`src/rtl/axi3_mst_read.sv`:
```
// AXI3 read master: fetches data_len bytes from addr_src in INCR16/8/4/single
// bursts and streams the returned words into the CRC sync-FIFO.
`timescale 1ns/1ps
module axi3_mst_read #(
    parameter int unsigned ADDR_WIDTH      = 32,
    parameter int unsigned DATA_WIDTH      = 32,
    parameter int unsigned MAX_OUTSTANDING = 4
) (
    input  logic                  clk,
    input  logic                  rst,
    input  logic [ADDR_WIDTH-1:0] addr_src,
    input  logic [15:0]           data_len,
    input  logic                  mst_begin,
    output logic                  busy,
    output logic                  rd_done,
    output logic                  error,
    input  logic                  fifo_full,
    output logic                  fifo_wr,
    output logic [DATA_WIDTH-1:0] fifo_wdata,
    output logic                  fifo_last,
    output logic [2:0]            fifo_bytes,
    input  logic                  arready,
    output logic [3:0]            arid,
    output logic [ADDR_WIDTH-1:0] araddr,
    output logic [3:0]            arlen,
    output logic [2:0]            arsize,
    output logic [1:0]            arburst,
    output logic [1:0]            arlock,
    output logic [3:0]            arcache,
    output logic [2:0]            arprot,
    output logic                  arvalid,
    input  logic [3:0]            rid,
    input  logic [DATA_WIDTH-1:0] rdata,
    input  logic [1:0]            rresp,
    input  logic                  rlast,
    input  logic                  rvalid,
    output logic                  rready
);

    localparam int unsigned WORD_W  = 15;
    localparam int unsigned OUT_W   = 3;
    localparam int unsigned CNT16_W = 11;
    localparam logic [OUT_W-1:0] MAX_OUT = OUT_W'(MAX_OUTSTANDING);

    typedef enum logic [1:0] {S_IDLE, S_ADDR, S_WAIT, S_FIN} state_t;

    state_t                 state_q;
    logic                   busy_q, rd_done_q, error_q, arvalid_q;
    logic [ADDR_WIDTH-1:0]  araddr_q;
    logic [3:0]             arlen_q;
    logic [2:0]             arsize_q;
    logic [1:0]             arburst_q;
    logic [OUT_W-1:0]       out_q, out_d;
    logic [CNT16_W-1:0]     n16_q, n16_d;
    logic                   n8_q, n8_d, n4_q, n4_d;
    logic [1:0]             n1_q, n1_d;
    logic [WORD_W-1:0]      words_q, beats_q;
    logic [2:0]             tail_q;

    logic [16:0]            len_p3;
    logic [WORD_W-1:0]      words_c;
    logic [4:0]             burst_beats;
    logic                   ar_hs, rready_c, wr_c, r_end, last_c, more_d;
    logic                   unused_rid;

    assign unused_rid  = ^rid;
    assign len_p3      = 17'(data_len) + 17'd3;
    assign words_c     = len_p3[16:2];
    assign burst_beats = {1'b0, arlen_q} + 5'd1;
    assign ar_hs       = arvalid_q && arready;
    assign rready_c    = busy_q && !fifo_full;
    assign wr_c        = rvalid && rready_c;
    assign r_end       = wr_c && rlast;
    assign last_c      = (beats_q == words_q - 15'd1);

    // Largest remaining burst class wins: 16, then 8, then 4, then single.
    function automatic logic [3:0] pick_len(input logic [CNT16_W-1:0] c16,
                                            input logic c8, input logic c4);
        if (c16 != '0) return 4'd15;
        if (c8)        return 4'd7;
        if (c4)        return 4'd3;
        return 4'd0;
    endfunction

    always_comb begin
        n16_d = n16_q;
        n8_d  = n8_q;
        n4_d  = n4_q;
        n1_d  = n1_q;
        if (ar_hs) begin
            if (n16_q != '0) n16_d = n16_q - 11'd1;
            else if (n8_q)   n8_d  = 1'b0;
            else if (n4_q)   n4_d  = 1'b0;
            else             n1_d  = n1_q - 2'd1;
        end
        more_d = (n16_d != '0) || n8_d || n4_d || (n1_d != '0);
        case ({ar_hs, r_end})
            2'b10:   out_d = out_q + 3'd1;
            2'b01:   out_d = out_q - 3'd1;
            default: out_d = out_q;
        endcase
    end

    always_ff @(posedge clk) begin
        if (rst) begin
            state_q   <= S_IDLE;
            busy_q    <= 1'b0;
            rd_done_q <= 1'b0;
            error_q   <= 1'b0;
            arvalid_q <= 1'b0;
            araddr_q  <= '0;
            arlen_q   <= '0;
            arsize_q  <= '0;
            arburst_q <= '0;
            out_q     <= '0;
            n16_q     <= '0;
            n8_q      <= 1'b0;
            n4_q      <= 1'b0;
            n1_q      <= '0;
            words_q   <= '0;
            beats_q   <= '0;
            tail_q    <= '0;
        end else begin
            out_q <= out_d;
            n16_q <= n16_d;
            n8_q  <= n8_d;
            n4_q  <= n4_d;
            n1_q  <= n1_d;
            if (wr_c) begin
                beats_q <= beats_q + 15'd1;
                if (rresp != 2'b00) error_q <= 1'b1;
            end
            case (state_q)
                S_IDLE: begin
                    if (mst_begin) begin
                        rd_done_q <= 1'b0;
                        error_q   <= 1'b0;
                        busy_q    <= 1'b1;
                        beats_q   <= '0;
                        words_q   <= words_c;
                        tail_q    <= (data_len[1:0] == 2'b00) ? 3'd4 : {1'b0, data_len[1:0]};
                        n16_q     <= words_c[14:4];
                        n8_q      <= words_c[3];
                        n4_q      <= words_c[2];
                        n1_q      <= words_c[1:0];
                        araddr_q  <= addr_src;
                        arlen_q   <= pick_len(words_c[14:4], words_c[3], words_c[2]);
                        arsize_q  <= 3'b010;
                        arburst_q <= 2'b01;
                        if (data_len == 16'd0) begin
                            state_q <= S_FIN;
                        end else if (addr_src[5:0] != 6'd0) begin
                            error_q <= 1'b1;
                            state_q <= S_FIN;
                        end else begin
                            arvalid_q <= 1'b1;
                            state_q   <= S_ADDR;
                        end
                    end
                end
                S_ADDR: begin
                    // Fields advance only on a handshake, so a pending AR stays stable.
                    if (ar_hs) begin
                        araddr_q <= araddr_q + ADDR_WIDTH'({burst_beats, 2'b00});
                        arlen_q  <= pick_len(n16_d, n8_d, n4_d);
                        if (!more_d) begin
                            arvalid_q <= 1'b0;
                            state_q   <= S_WAIT;
                        end else begin
                            arvalid_q <= (out_d < MAX_OUT);
                        end
                    end else if (!arvalid_q) begin
                        arvalid_q <= (out_d < MAX_OUT);
                    end
                end
                S_WAIT: begin
                    if (out_d == '0) state_q <= S_FIN;
                end
                S_FIN: begin
                    rd_done_q <= 1'b1;
                    busy_q    <= 1'b0;
                    state_q   <= S_IDLE;
                end
            endcase
        end
    end

    assign busy       = busy_q;
    assign rd_done    = rd_done_q;
    assign error      = error_q;
    assign rready     = rready_c;
    assign fifo_wr    = wr_c;
    assign fifo_wdata = rdata;
    assign fifo_last  = wr_c && last_c;
    assign fifo_bytes = !wr_c ? 3'd0 : (last_c ? tail_q : 3'd4);
    assign arvalid    = arvalid_q;
    assign araddr     = araddr_q;
    assign arlen      = arlen_q;
    assign arsize     = arsize_q;
    assign arburst    = arburst_q;
    assign arid       = 4'd0;
    assign arlock     = 2'd0;
    assign arcache    = 4'd0;
    assign arprot     = 3'd0;

endmodule

```
`config.mk`:
```
export PLATFORM = sky130hd
export DESIGN_NAME = axi3_mst_read
export DESIGN_NICKNAME = d
export VERILOG_FILES = /design/src/rtl/axi3_mst_read.sv
export SDC_FILE = /design/constraint.sdc
export NUM_CORES = 1
export LEC_CHECK = 0
export ABC_AREA = 0
export CAP_MARGIN = 5
export CORE_ASPECT_RATIO = 2
export CORE_MARGIN = 2
export CORE_UTILIZATION = 45
export CTS_BUF_LIST = sky130_fd_sc_hd__clkbuf_8
export DETAILED_ROUTE_END_ITERATION = 7
export GPL_TIMING_DRIVEN = 0
export PLACE_DENSITY = 0.79
export SLEW_MARGIN = 20
export SYNTH_ARGS = -nofsm -noshare
export SYNTH_HDL_FRONTEND = slang
export SYNTH_SLANG_ARGS = --single-unit
```
`constraint.sdc`:
```
create_clock -name clk -period 5.11 [get_ports clk]
set_input_delay 1.022 -clock clk [delete_from_list [all_inputs] [get_ports clk]]
set_output_delay 1.022 -clock clk [all_outputs]
set_load 0.005 [all_outputs]
```
==> impl_metrics.json <==
{
  "io_buffers": 136,
  "min_period_ps": 4389,
  "drtIter0Drc": 293,
  "async_reset_ff_share_pct": 0,
  "p_leak_nw": 2.974,
  "grt_usage_pct": 25.86,
  "netlist_area_um2": 6137,
  "synthAdderAreaFrac_pct": 3.751,
  "fmax_mhz": 227.8,
  "drc": 0,
  "synth_mux_area_share_pct": 2.181,
  "gr-total-overflow": 0,
  "final_cell_mix": "clkdlybuf4s50_1, dfxtp_1, nor2_1, nand2_1, a21oi_1",
  "end_kind": "output pin",
  "ys_ff_latch": 93,
  "post_cts_resized": 0,
  "num_antenna_cells": 0,
  "n_fill_cell": 1217,
  "grt_pass1_wl_mm": 29.81,
  "min_path_type": "flip-flop to flip-flop",
  "rows": 60,
  "final_common_cell": "clkdlybuf4s50_1",
  "die_area_um2": 14640,
  "ios": 189,
  "clockRootBuffer": "clkbuf_8",
  "cts_tree": "built",
  "cts-htree-levels": 3,
  "place_congestion": 0.9486,
  "worstPathRequired_ps": 4090,
  "cts-buffers-inserted": 9,
  "start_kind": "flip-flop",
  "vdd_drop_max_v": 0.0003337,
  "pre_cts_ws_ps": 949.6,
  "hold_buffers": 0,
  "ys_types": 71,
  "finalMaxSlewViolations": 0,
  "fin_area_um2": 7994,
  "place_area_um2": 7749,
  "setup_ws_ps": 721.1,
  "yosys_warnings": 0,
  "clk_path_buf_depth": 2,
  "dpl.cell_count": 1089,
  "tightest_slew_ps": 701.0,
  "core-area_um2": 13360,
  "cts_setup_buffers": 0,
  "skew_ps": 12.21,
  "antenna_left": 0,
  "cts_sinks": 93,
  "die_h_um": 169.2,
  "ys.flop_type": "dfxtp_1",
  "crit_arrival_ps": 3370,
  "hpwl_mm": 15.26,
  "relSlewSlack_pct": 53.26,
  "path_max_fanout": 10,
  "die_w_um": 86.58,
  "power.density_nw_per_um2": 464.5,
  "setup_violations": 0,
  "final_nets": 1055,
  "synth-xor-area-share_pct": 8.705,
  "synth.avg_cell_area_um2": 7.838,
  "start_util_pct": 45.93,
  "synth-compound-area-share_pct": 20.27,
  "postSynthCellCount": 783,
  "grt_setup_unrepaired": "false",
  "switchingPower_w": 0.001562,
  "wl_mm": 19.42,
  "syn_to_final_growth_pct": 30.25,
  "grt_antenna_before_repair": 0,
  "num_vias": 6324,
  "synth_edf_count": 0,
  "outcome": "finished, final reports clean",
  "grt_max_degree": 17,
  "drtPass1Iterations": 5,
  "drive_gt1_share_pct": 10.00,
  "seq_area_frac_synth_pct": 30.34,
  "synth_top_family_by_area": "simple AND/OR/NAND/NOR gates",
  "maxCapViolations": 0,
  "pwr-share-comb_pct": 51.1,
  "wl_per_cell_um": 17.58,
  "clkTransAtPathRegs_ps": 110,
  "fin_crit_sh_pct": 85.89,
  "setup_tns_ps": 0,
  "crit_type": "flip-flop to output pin",
  "seqPwrFrac_pct": 32.3,
  "clkPwrFrac_pct": 16.7,
  "fin_cells": 1105,
  "worstSkewPairLatency_ps": 380,
  "synth_simple_gate_area_share_pct": 23.93,
  "hold_violations": 0,
  "grt_pass1_vias": 6153,
  "viasPerCell": 5.723,
  "switching_share_pct": 42.06,
  "p_int_w": 0.002151
}
worst paths after layout:
check | endpoint | slack [ps] | cells past startpoint | from
worst min register to register | araddr[0]$_SDFFE_PP0P_ | 470 | 2 | araddr[0]$_SDFFE_PP0P_
worst min-delay path | araddr[0]$_SDFFE_PP0P_ | 470 | 2 | araddr[0]$_SDFFE_PP0P_
worst max register to register | state_q[1]$_SDFFE_PP0P_ | 2070 | 12 | busy$_SDFFE_PP0P_
worst max-delay path | fifo_bytes[0] | 720 | 11 | words_q[0]$_SDFFE_PP0P_
cell families after synthesis:
| group | count (synthesis) |
|---|---|
| simple gates | 280 |
| compound gates | 193 |
| buf+inv | 124 |
| flops | 93 |
| xor+xnor | 61 |
| fa+ha+maj | 18 |
| mux | 13 |
| other cells | 1 |
per-stage QoR:
| step | power [W] | utilization (%) | hold slack [ps] |
|---|---|---|---|
| after global routing | 0.003940 | 59.82 | 495.8 |
| after global placement | 0.003045 | 57.99 | 442.7 |
| after CTS | 0.003694 | 59.82 | 471.1 |
| final | 0.003713 | 59.82 | 468.4 |
| after detailed placement | 0.003073 | 57.99 | 456.2 |
| after floorplan | 0.002311 | - | 436.3 |
layout make-up:
cell class                 instances  area [µm²]  share of cell area [%]
multi-input combinational        581        3671                   45.92
sequential                        93        1862                   23.29
timing repair buffer             136        1361                   17.03
buffer                            92       540.5                   6.762
tap                              155       193.9                   2.426
clock buffer                       9       123.9                   1.550
clock inverter                     7       121.4                   1.518
inverter                          32       120.1                   1.503
sequential cells by signal, summed over array words and instances (netlist names), 2 cells and up:
name,cells
words_q,15
n1_q,2
n16_q,11
araddr,32
tail_q,3
beats_q,15
arlen,3
out_q,3
state_q,2
power groups by stage:
stage	clock network (W)	logic [W]	registers [W]
floorplan	0	0.00117	0.00114
finish	0.000618	0.00190	0.00120
CTS	0.000616	0.00189	0.00119
detailed placement	0	0.00187	0.00120
global placement	0	0.00185	0.00120
global route	0.000647	0.00207	0.00122
worst max-delay path, stage by stage (launching register included):
cell and delay [ps]:
dfxtp_1 370, inv_1 70, ha_1 130, clkbuf_1 340, nor3b_1 330, xnor2_1 160, nand3_1 100, nor4_1 290
o2111ai_1 210, or3_4 400, nor2_2 80, clkdlybuf4s50_1 510
metal layers:
metal / share of wire [%] / wire (µm) / vias up / global-route usage (%)
met5: 0 / 0 / - / 0
met4: 6.7 / 1292 / 0 / 17.87
met3: 6.5 / 1255 / 85 / 4.183
met2: 54 / 10530 / 297 / 49.93
met1: 33 / 6347 / 2903 / 23.26
li1: - / - / 3039 / -
Yosys cell counts (4+ instances only):
cell | instances | area share (%)
dfxtp_1 | 93 | 30
nor2_1 | 72 | 4.4
nand2_1 | 69 | 4.2
a21oi_1 | 62 | 5.1
buf_4 | 50 | 6.1
o21ai_0 | 32 | 2.6
xnor2_1 | 31 | 4.4
clkbuf_1 | 30 | 1.8
inv_1 | 30 | 1.8
xor2_1 | 30 | 4.3
a211oi_1 | 28 | 3.4
nand3_1 | 26 | 2.1
nor3_1 | 19 | 1.5
ha_1 | 16 | 3.3
and3_1 | 14 | 1.4
o22ai_1 | 14 | 1.4
nand4_1 | 13 | 1.3
mux2i_1 | 10 | 1.6
nor2b_1 | 9 | 0.92
nor4_1 | 9 | 0.92
a21boi_0 | 8 | 0.98
nor3b_1 | 8 | 0.98
o211ai_1 | 7 | 0.86
o21a_1 | 7 | 0.86
buf_1 | 6 | 0.37
a31oi_1 | 5 | 0.51
and2_1 | 5 | 0.51
buf_2 | 5 | 0.41
a21o_1 | 4 | 0.49
nand4b_1 | 4 | 0.57
o31ai_1 | 4 | 0.49
Power figures use the tool's default switching activity.
